$ cat src/rtl/ibus_prefetch.sv
// rtl/ibus_prefetch.sv - sequential instruction prefetcher with flush-aware FIFO
// Purpose: sole master of the instruction bus. Fetches sequential words from a
//   running PC into a DEPTH-entry FIFO that the core pops; flush redirects.
// Ports: clk, rst (sync, active high)
//   flush / flush_addr                          redirect, empties FIFO
//   out_valid / out_ready / out_instr / out_pc / out_fault   FIFO head
//   m_req / m_addr / m_w_rb / m_acc / m_wdata   request side (read-only)
//   m_resp / m_rdata / bus_fault                completion side
// Option macro IBUS_PF_PERF_EN: adds perf_fetch_cnt / perf_drop_cnt outputs.
`ifndef XLEN
`define XLEN 32
`endif
`ifndef BUS_WIDTH
`define BUS_WIDTH 32
`endif
`ifndef BUS_ACC_CNT
`define BUS_ACC_CNT 4
`endif
`ifndef ROM_BASE
`define ROM_BASE 32'h0000_1000
`endif

module ibus_prefetch #(
    parameter logic [`XLEN-1:0] RESET_PC = `ROM_BASE,
    parameter int unsigned      DEPTH    = 4
) (
    input  logic                             clk,
    input  logic                             rst,
    input  logic                             flush,
    input  logic [`XLEN-1:0]                 flush_addr,
    output logic                             out_valid,
    input  logic                             out_ready,
    output logic [`BUS_WIDTH-1:0]            out_instr,
    output logic [`XLEN-1:0]                 out_pc,
    output logic                             out_fault,
    output logic                             m_req,
    output logic [`XLEN-1:0]                 m_addr,
    output logic                             m_w_rb,
    output logic [$clog2(`BUS_ACC_CNT)-1:0]  m_acc,
    output logic [`BUS_WIDTH-1:0]            m_wdata,
    input  logic                             m_resp,
    input  logic [`BUS_WIDTH-1:0]            m_rdata,
    input  logic                             bus_fault
`ifdef IBUS_PF_PERF_EN
    ,
    output logic [31:0]                      perf_fetch_cnt,
    output logic [31:0]                      perf_drop_cnt
`endif
);
    localparam int XW = `XLEN;
    localparam int DW = `BUS_WIDTH;
    localparam int AW = $clog2(`BUS_ACC_CNT);
    localparam int PW = $clog2(DEPTH);
    localparam int CW = PW + 1;
    localparam logic [CW-1:0] DEPTH_C = CW'(DEPTH);

    typedef enum logic [1:0] {
        S_FETCH = 2'd0,
        S_HALT  = 2'd1,
        S_DRAIN = 2'd2
    } state_e;

    state_e          state_q, state_d;
    logic [XW-1:0]   pc_q, pc_d;      // address of the transfer in flight / next fetch
    logic [XW-1:0]   tgt_q, tgt_d;    // redirect target parked while draining
    logic            req_q, req_d;
    logic [CW-1:0]   cnt_q, cnt_d;
    logic [PW-1:0]   wr_ptr_q, rd_ptr_q;
    logic [XW-1:0]   pc_mem    [DEPTH];
    logic [DW-1:0]   instr_mem [DEPTH];
    logic [DEPTH-1:0] fault_mem_q;

    logic            done, push, push_fault, pop, clr, fetched, dropped;
    logic [XW-1:0]   flush_tgt;

    assign flush_tgt = flush_addr & ~XW'(3);

    assign m_req     = req_q;
    assign m_addr    = pc_q;
    assign m_w_rb    = 1'b0;
    assign m_acc     = AW'(2);
    assign m_wdata   = '0;

    assign out_valid = (cnt_q != '0);
    assign out_pc    = pc_mem[rd_ptr_q];
    assign out_instr = instr_mem[rd_ptr_q];
    // Storage is not reset; gate the marker so an empty FIFO never shows a fault.
    assign out_fault = out_valid & fault_mem_q[rd_ptr_q];

    always_comb begin
        state_d    = state_q;
        pc_d       = pc_q;
        tgt_d      = tgt_q;
        req_d      = req_q;
        push       = 1'b0;
        push_fault = 1'b0;
        clr        = 1'b0;
        fetched    = 1'b0;
        dropped    = 1'b0;
        done       = req_q & (m_resp | bus_fault);
        pop        = out_valid & out_ready & ~flush;

        if (flush) begin
            clr     = 1'b1;
            dropped = req_q & m_resp;
            if (req_q && !done) begin
                // Transfer still open: keep the bus request intact, park the target.
                state_d = S_DRAIN;
                tgt_d   = flush_tgt;
            end else begin
                // FIFO is emptied this cycle, so space for the next fetch is guaranteed.
                state_d = S_FETCH;
                pc_d    = flush_tgt;
                req_d   = 1'b1;
            end
        end else begin
            unique case (state_q)
                S_FETCH: begin
                    if (done) begin
                        push = 1'b1;
                        if (bus_fault) begin
                            push_fault = 1'b1;
                            state_d    = S_HALT;
                        end else begin
                            fetched = 1'b1;
                            pc_d    = pc_q + XW'(4);
                        end
                    end
                end
                S_DRAIN: begin
                    if (done) begin
                        dropped = m_resp;
                        state_d = S_FETCH;
                        pc_d    = tgt_q;
                    end
                end
                default: begin
                end
            endcase
        end

        if (clr) begin
            cnt_d = '0;
        end else begin
            cnt_d = cnt_q + CW'(push) - CW'(pop);
        end

        // Only one response can land per request, so a slot free now is free at response.
        if (!flush) begin
            if (state_d == S_HALT) begin
                req_d = 1'b0;
            end else if (state_d == S_FETCH && (!req_q || done)) begin
                req_d = (cnt_d < DEPTH_C);
            end
        end
    end

    always_ff @(posedge clk) begin
        if (rst) begin
            state_q  <= S_FETCH;
            pc_q     <= RESET_PC;
            tgt_q    <= RESET_PC;
            req_q    <= 1'b0;
            cnt_q    <= '0;
            wr_ptr_q <= '0;
            rd_ptr_q <= '0;
        end else begin
            state_q <= state_d;
            pc_q    <= pc_d;
            tgt_q   <= tgt_d;
            req_q   <= req_d;
            cnt_q   <= cnt_d;
            if (clr) begin
                wr_ptr_q <= '0;
                rd_ptr_q <= '0;
            end else begin
                if (push) wr_ptr_q <= wr_ptr_q + PW'(1);
                if (pop)  rd_ptr_q <= rd_ptr_q + PW'(1);
            end
        end
    end

    always_ff @(posedge clk) begin
        if (push) begin
            pc_mem[wr_ptr_q]      <= pc_q;
            instr_mem[wr_ptr_q]   <= push_fault ? '0 : m_rdata;
            fault_mem_q[wr_ptr_q] <= push_fault;
        end
    end

`ifdef IBUS_PF_PERF_EN
    logic [31:0] fetch_cnt_q, drop_cnt_q;

    always_ff @(posedge clk) begin
        if (rst) begin
            fetch_cnt_q <= '0;
            drop_cnt_q  <= '0;
        end else begin
            if (fetched && fetch_cnt_q != 32'hFFFF_FFFF) fetch_cnt_q <= fetch_cnt_q + 32'd1;
            if (dropped && drop_cnt_q != 32'hFFFF_FFFF)  drop_cnt_q  <= drop_cnt_q + 32'd1;
        end
    end

    assign perf_fetch_cnt = fetch_cnt_q;
    assign perf_drop_cnt  = drop_cnt_q;
`else
    logic unused_perf;
    assign unused_perf = fetched ^ dropped;
`endif

endmodule

$ cat config.mk
export PLATFORM = sky130hd
export DESIGN_NAME = ibus_prefetch
export DESIGN_NICKNAME = d
export VERILOG_FILES = /design/src/rtl/ibus_prefetch.sv
export SDC_FILE = /design/constraint.sdc
export NUM_CORES = 1
export LEC_CHECK = 0
export BUFFER_PORTS_ARGS = -buffer_cell sky130_fd_sc_hd__clkbuf_2
export CORE_ASPECT_RATIO = 1.25
export CORE_UTILIZATION = 45
export CTS_CLUSTER_SIZE = 40
export DETAILED_ROUTE_END_ITERATION = 8
export PLACE_DENSITY = 0.76
export SLEW_MARGIN = 10
export SYNTH_ARGS = -nofsm -noshare
export SYNTH_HDL_FRONTEND = slang
export SYNTH_SLANG_ARGS = --single-unit
$ cat constraint.sdc
create_clock -name clk -period 5 [get_ports clk]
set_input_delay 1.5 -clock clk [delete_from_list [all_inputs] [get_ports clk]]
set_output_delay 1.5 -clock clk [all_outputs]
set_load 0.02 [all_outputs]
==> summary.md <==
| Metric | Value |
|---|---|
| DRC viols | `0` |
| RSZ-0062 raised after global routing | `false` |
| Xor and xnor area share after synthesis | `0.007158` |
| TritonCTS clock tree | `built` |
| Global-route wire length before repair | `45920 um` |
| Vias in the first global route | `8150` |
| Adder-cell area share of the yosys netlist | `0.007995` |
| Cell Chain, Critical Path | `buf_12 > mux4_2 > clkbuf_2` |
| Register bit count reported by yosys | `324` |
| Placeable core area | `29340 um^2` |
| Final Setup Violations | `0` |
| Fin crit share | `0.7651` |
| Clock group share of total power | `0.409` |
| Sequential Area | `9016 um^2` |
| Hold endpoint | `tgt_q[13]` |
| Switching share of total power | `0.2277` |
| Synthesized instance count | `915` |
| I/O pin cnt | `204` |
| Distinct cells, synth | `64` |
| Iteration-0 DRC Markers | `523` |
| Delay-heaviest family, CP | `flip-flops` |
| Comb pwr share | `0.074` |
| Setup CP Type | `register to output port` |
| Die Y | `195.4 um` |
| Skew-Pair Late Insertion Delay | `0.52 ns` |
| Worst Hold Depth | `2` |
| Syn-to-layout area delta | `16.71%` |
| Routed WL | `29760 um` |
| Grt ovf | `0` |
| Crit path DAT | `2.33 ns` |
| Final Max Slew Viols | `0` |
| R2r startpoint | `cnt_q[1]` |
| Leak | `5.469 nW` |
| Cell Area, Synth | `13460 um^2` |
| Layout cells sized above 1 | `0.2808` |
| Hold buffer count at CTS | `0` |
| Register area share after synthesis | `0.6693` |
| Post-synthesis simple-gate area fraction | `0.1001` |
| Avg Inst Size Synth | `14.71 um^2` |
| Pwr/cell area | `377.2 nW/um^2` |
| Max_slew headroom | `0.2184` |
| Slowest CP cell | `dfxtp_4` |
| Via count | `8219` |
| Row count | `70` |
| Worst Hold Margin | `0.4517 ns` |
| Post-Place Worst Slack | `0.9203 ns` |
| Routed Antenna Nets | `0` |
| Fraction of synthesized area in multiplexers | `0.1099` |
| Root Driver | `clkbuf_16` |
| Measured slew at the worst slew-check pin | `1.170 ns` |
| Wire per inst | `19.80 um` |
| Clock buffer depth | `3` |
| Final net count | `1158` |
| Routability cong. | `0.8402` |
| Clock transition at path regs | `0.06 ns` |
| Initial antenna violation count | `3` |
| Synth Area in Compound Gates | `0.06461` |
| Critical path startpoint category | `register` |
| Max Clk Rate | `0.2614 GHz` |
| Sequential Power Share | `0.516` |
| Setup_tns | `0 ns` |
| Worst-case reg-to-reg path depth | `11` |
| Clock buffers created by TritonCTS | `34` |
| Final core utilization | `0.5354` |
| Commonest non-fill, non-tap cell in the layout | `edfxtp_1` |
| Max Cap Viol | `0` |
| Hold Crit Start | `tgt_q[13]` |
| Setup bufs post-CTS | `0` |
| Layout fillers | `2418` |
| Port-buffer cells | `162` |
| Post-detail-place hpwl | `18060 um` |
| VDD IR max | `228.3 uV` |
| Post-synth EDFFs | `252` |
| Area of the multi-input gates | `4061 um^2` |
| Min-delay worst type | `register to register` |
| Switching power | `1.349 mW` |
| Initial core utilization | `0.4587` |
| Reg2Reg Capture Point | `m_req` |
| Prevailing post-synth register cell | `edfxtp_1` |
| Internal power | `4.576 mW` |
| Clk_skew | `0.02538 ns` |
| Asr flop ratio synth | `0` |
| Worst stage delay on the critical path | `0.63 ns` |
| Die Wd | `156.7 um` |
| DR vias/cell | `5.468` |
| CTS resizes | `0` |
| Status | `finished, final reports clean` |
| Fin crit period | `3.825 ns` |
| Most frequent cells in the layout | `252 x edfxtp_1, 162 x clkbuf_2, 100 x nand2_1` |
| Final hold vios | `0` |
| Initial DRT Pass Iterations | `5` |
| Die footprint | `30610 um^2` |
| Setup slack after layout | `1.175 ns` |
| Largest net degree at the start of global routing | `64` |
| Crit end category | `output port` |
| Crit Path Max Fanout | `43` |
| R2R setup slack | `2.28 ns` |
| CTS Sinks | `324` |
| H-Tree Level Count | `2` |
| Tot Pwr | `5.925 mW` |
| Gr usage total | `0.1969` |
| Req. time, crit path | `3.50 ns` |
| WP buf/inv | `2` |
| Ys Warns | `0` |
| Largest family of logic cells by synthesized area | `multiplexers` |
power by group through the flow:
stage               Clock, mW  Combinational, mW  Sequential [mW]
floorplan                   0              0.284             3.12
global placement            0              0.430             3.11
detailed placement          0              0.439             3.12
CTS                      2.48              0.441             3.06
global route             2.57              0.478             3.07
finish                   2.43              0.440             3.06
routing by layer:
metal	routed length, um	track usage	share of wire
met1	12100	0.2484	0.41
met2	15020	0.3342	0.50
met3	1675	0.03151	0.056
met4	955	0.08606	0.032
met5	0	0	0
Yosys cell counts (2+ instances only):
library cell,number,area (um^2)
edfxtp_1,252,7567
nand2_1,100,375.4
dfxtp_1,72,1441
mux4_2,63,1419
a21oi_1,49,245.2
and2_1,40,250.2
buf_4,39,292.8
nor2_1,37,138.9
clkbuf_1,36,135.1
nand3_1,19,95.09
o21ai_0,19,95.09
a211oi_1,16,120.1
inv_1,15,56.30
nor3_1,14,70.07
nor4_1,13,81.33
and3_1,9,56.30
o211ai_1,9,67.56
buf_2,8,40.04
xnor2_1,8,70.07
a31oi_1,7,43.79
ha_1,7,87.58
mux2i_1,6,60.06
nand4_1,5,31.28
or4_1,5,37.54
a21o_1,4,30.03
a311oi_1,4,35.03
buf_1,4,15.01
or3_1,4,25.02
nand3_2,3,30.03
nor2b_1,3,18.77
o22ai_1,3,18.77
xor2_1,3,26.28
a211o_1,2,17.52
a221oi_1,2,17.52
conb_1,2,7.510
nand2b_1,2,12.51
o2111ai_1,2,17.52
o221a_2,2,22.52
o221ai_1,2,17.52
final cells by class:
cell class,instances,area share
Timing Repair Buffer,179,0.06292
Clock buffer,48,0.06348
Clock inverter,12,0.005257
Tap cell,396,0.03154
Inverter,16,0.003823
Sequential cell,324,0.5740
Multi-Input combinational cell,525,0.2585
Antenna cell,3,0.0004779
worst max path at each step:
stage	start	end	slack, ns	cells after the start
finish	register	out_pc[14]	1.17	3
global route	register	out_pc[14]	1.01	3
CTS	register	out_pc[14]	1.08	3
detailed placement	flush	m_req	0.92	13
global placement	flush	m_req	0.94	13
floorplan	bus_fault	fault_mem_q[1]	0.78	3
worst reg2reg max path: stages (launching register included):
cell	delay, ns
dfxtp_1	0.33
or3_1	0.45
and3_1	0.25
ha_1	0.28
inv_1	0.04
ha_1	0.18
fa_1	0.37
xnor2_1	0.17
xnor2_1	0.16
o211ai_1	0.12
a21o_1	0.19
a21oi_1	0.11
metrics by stage:
stage / std cells / cell area, um^2
final: 1503 / 15710
after CTS: 1500 / 15700
after global placement: 1440 / 14620
after floorplan: 952 / 13600
after detailed placement: 1440 / 14620
after global routing: 1503 / 15710
flip-flops by register name, indices dropped and copies added, names as in the netlist, named ones only:
name	count
instr_mem	128
pc_mem	120
m_addr	30
tgt_q	30
fault_mem_q	4
cnt_q	3
rd_ptr_q	2
state_q	2
wr_ptr_q	2
m_req	1
cell families (layout without fill, tap and decap cells):
family,count (synthesis),count (layout)
compound gates,134,134
buf+inv,103,255
other cells,2,42
flops,324,324
xor+xnor,11,11
mux,69,69
fa+ha+maj,8,8
simple gates,264,264
Note: power is estimated with default switching activity, not from simulation.
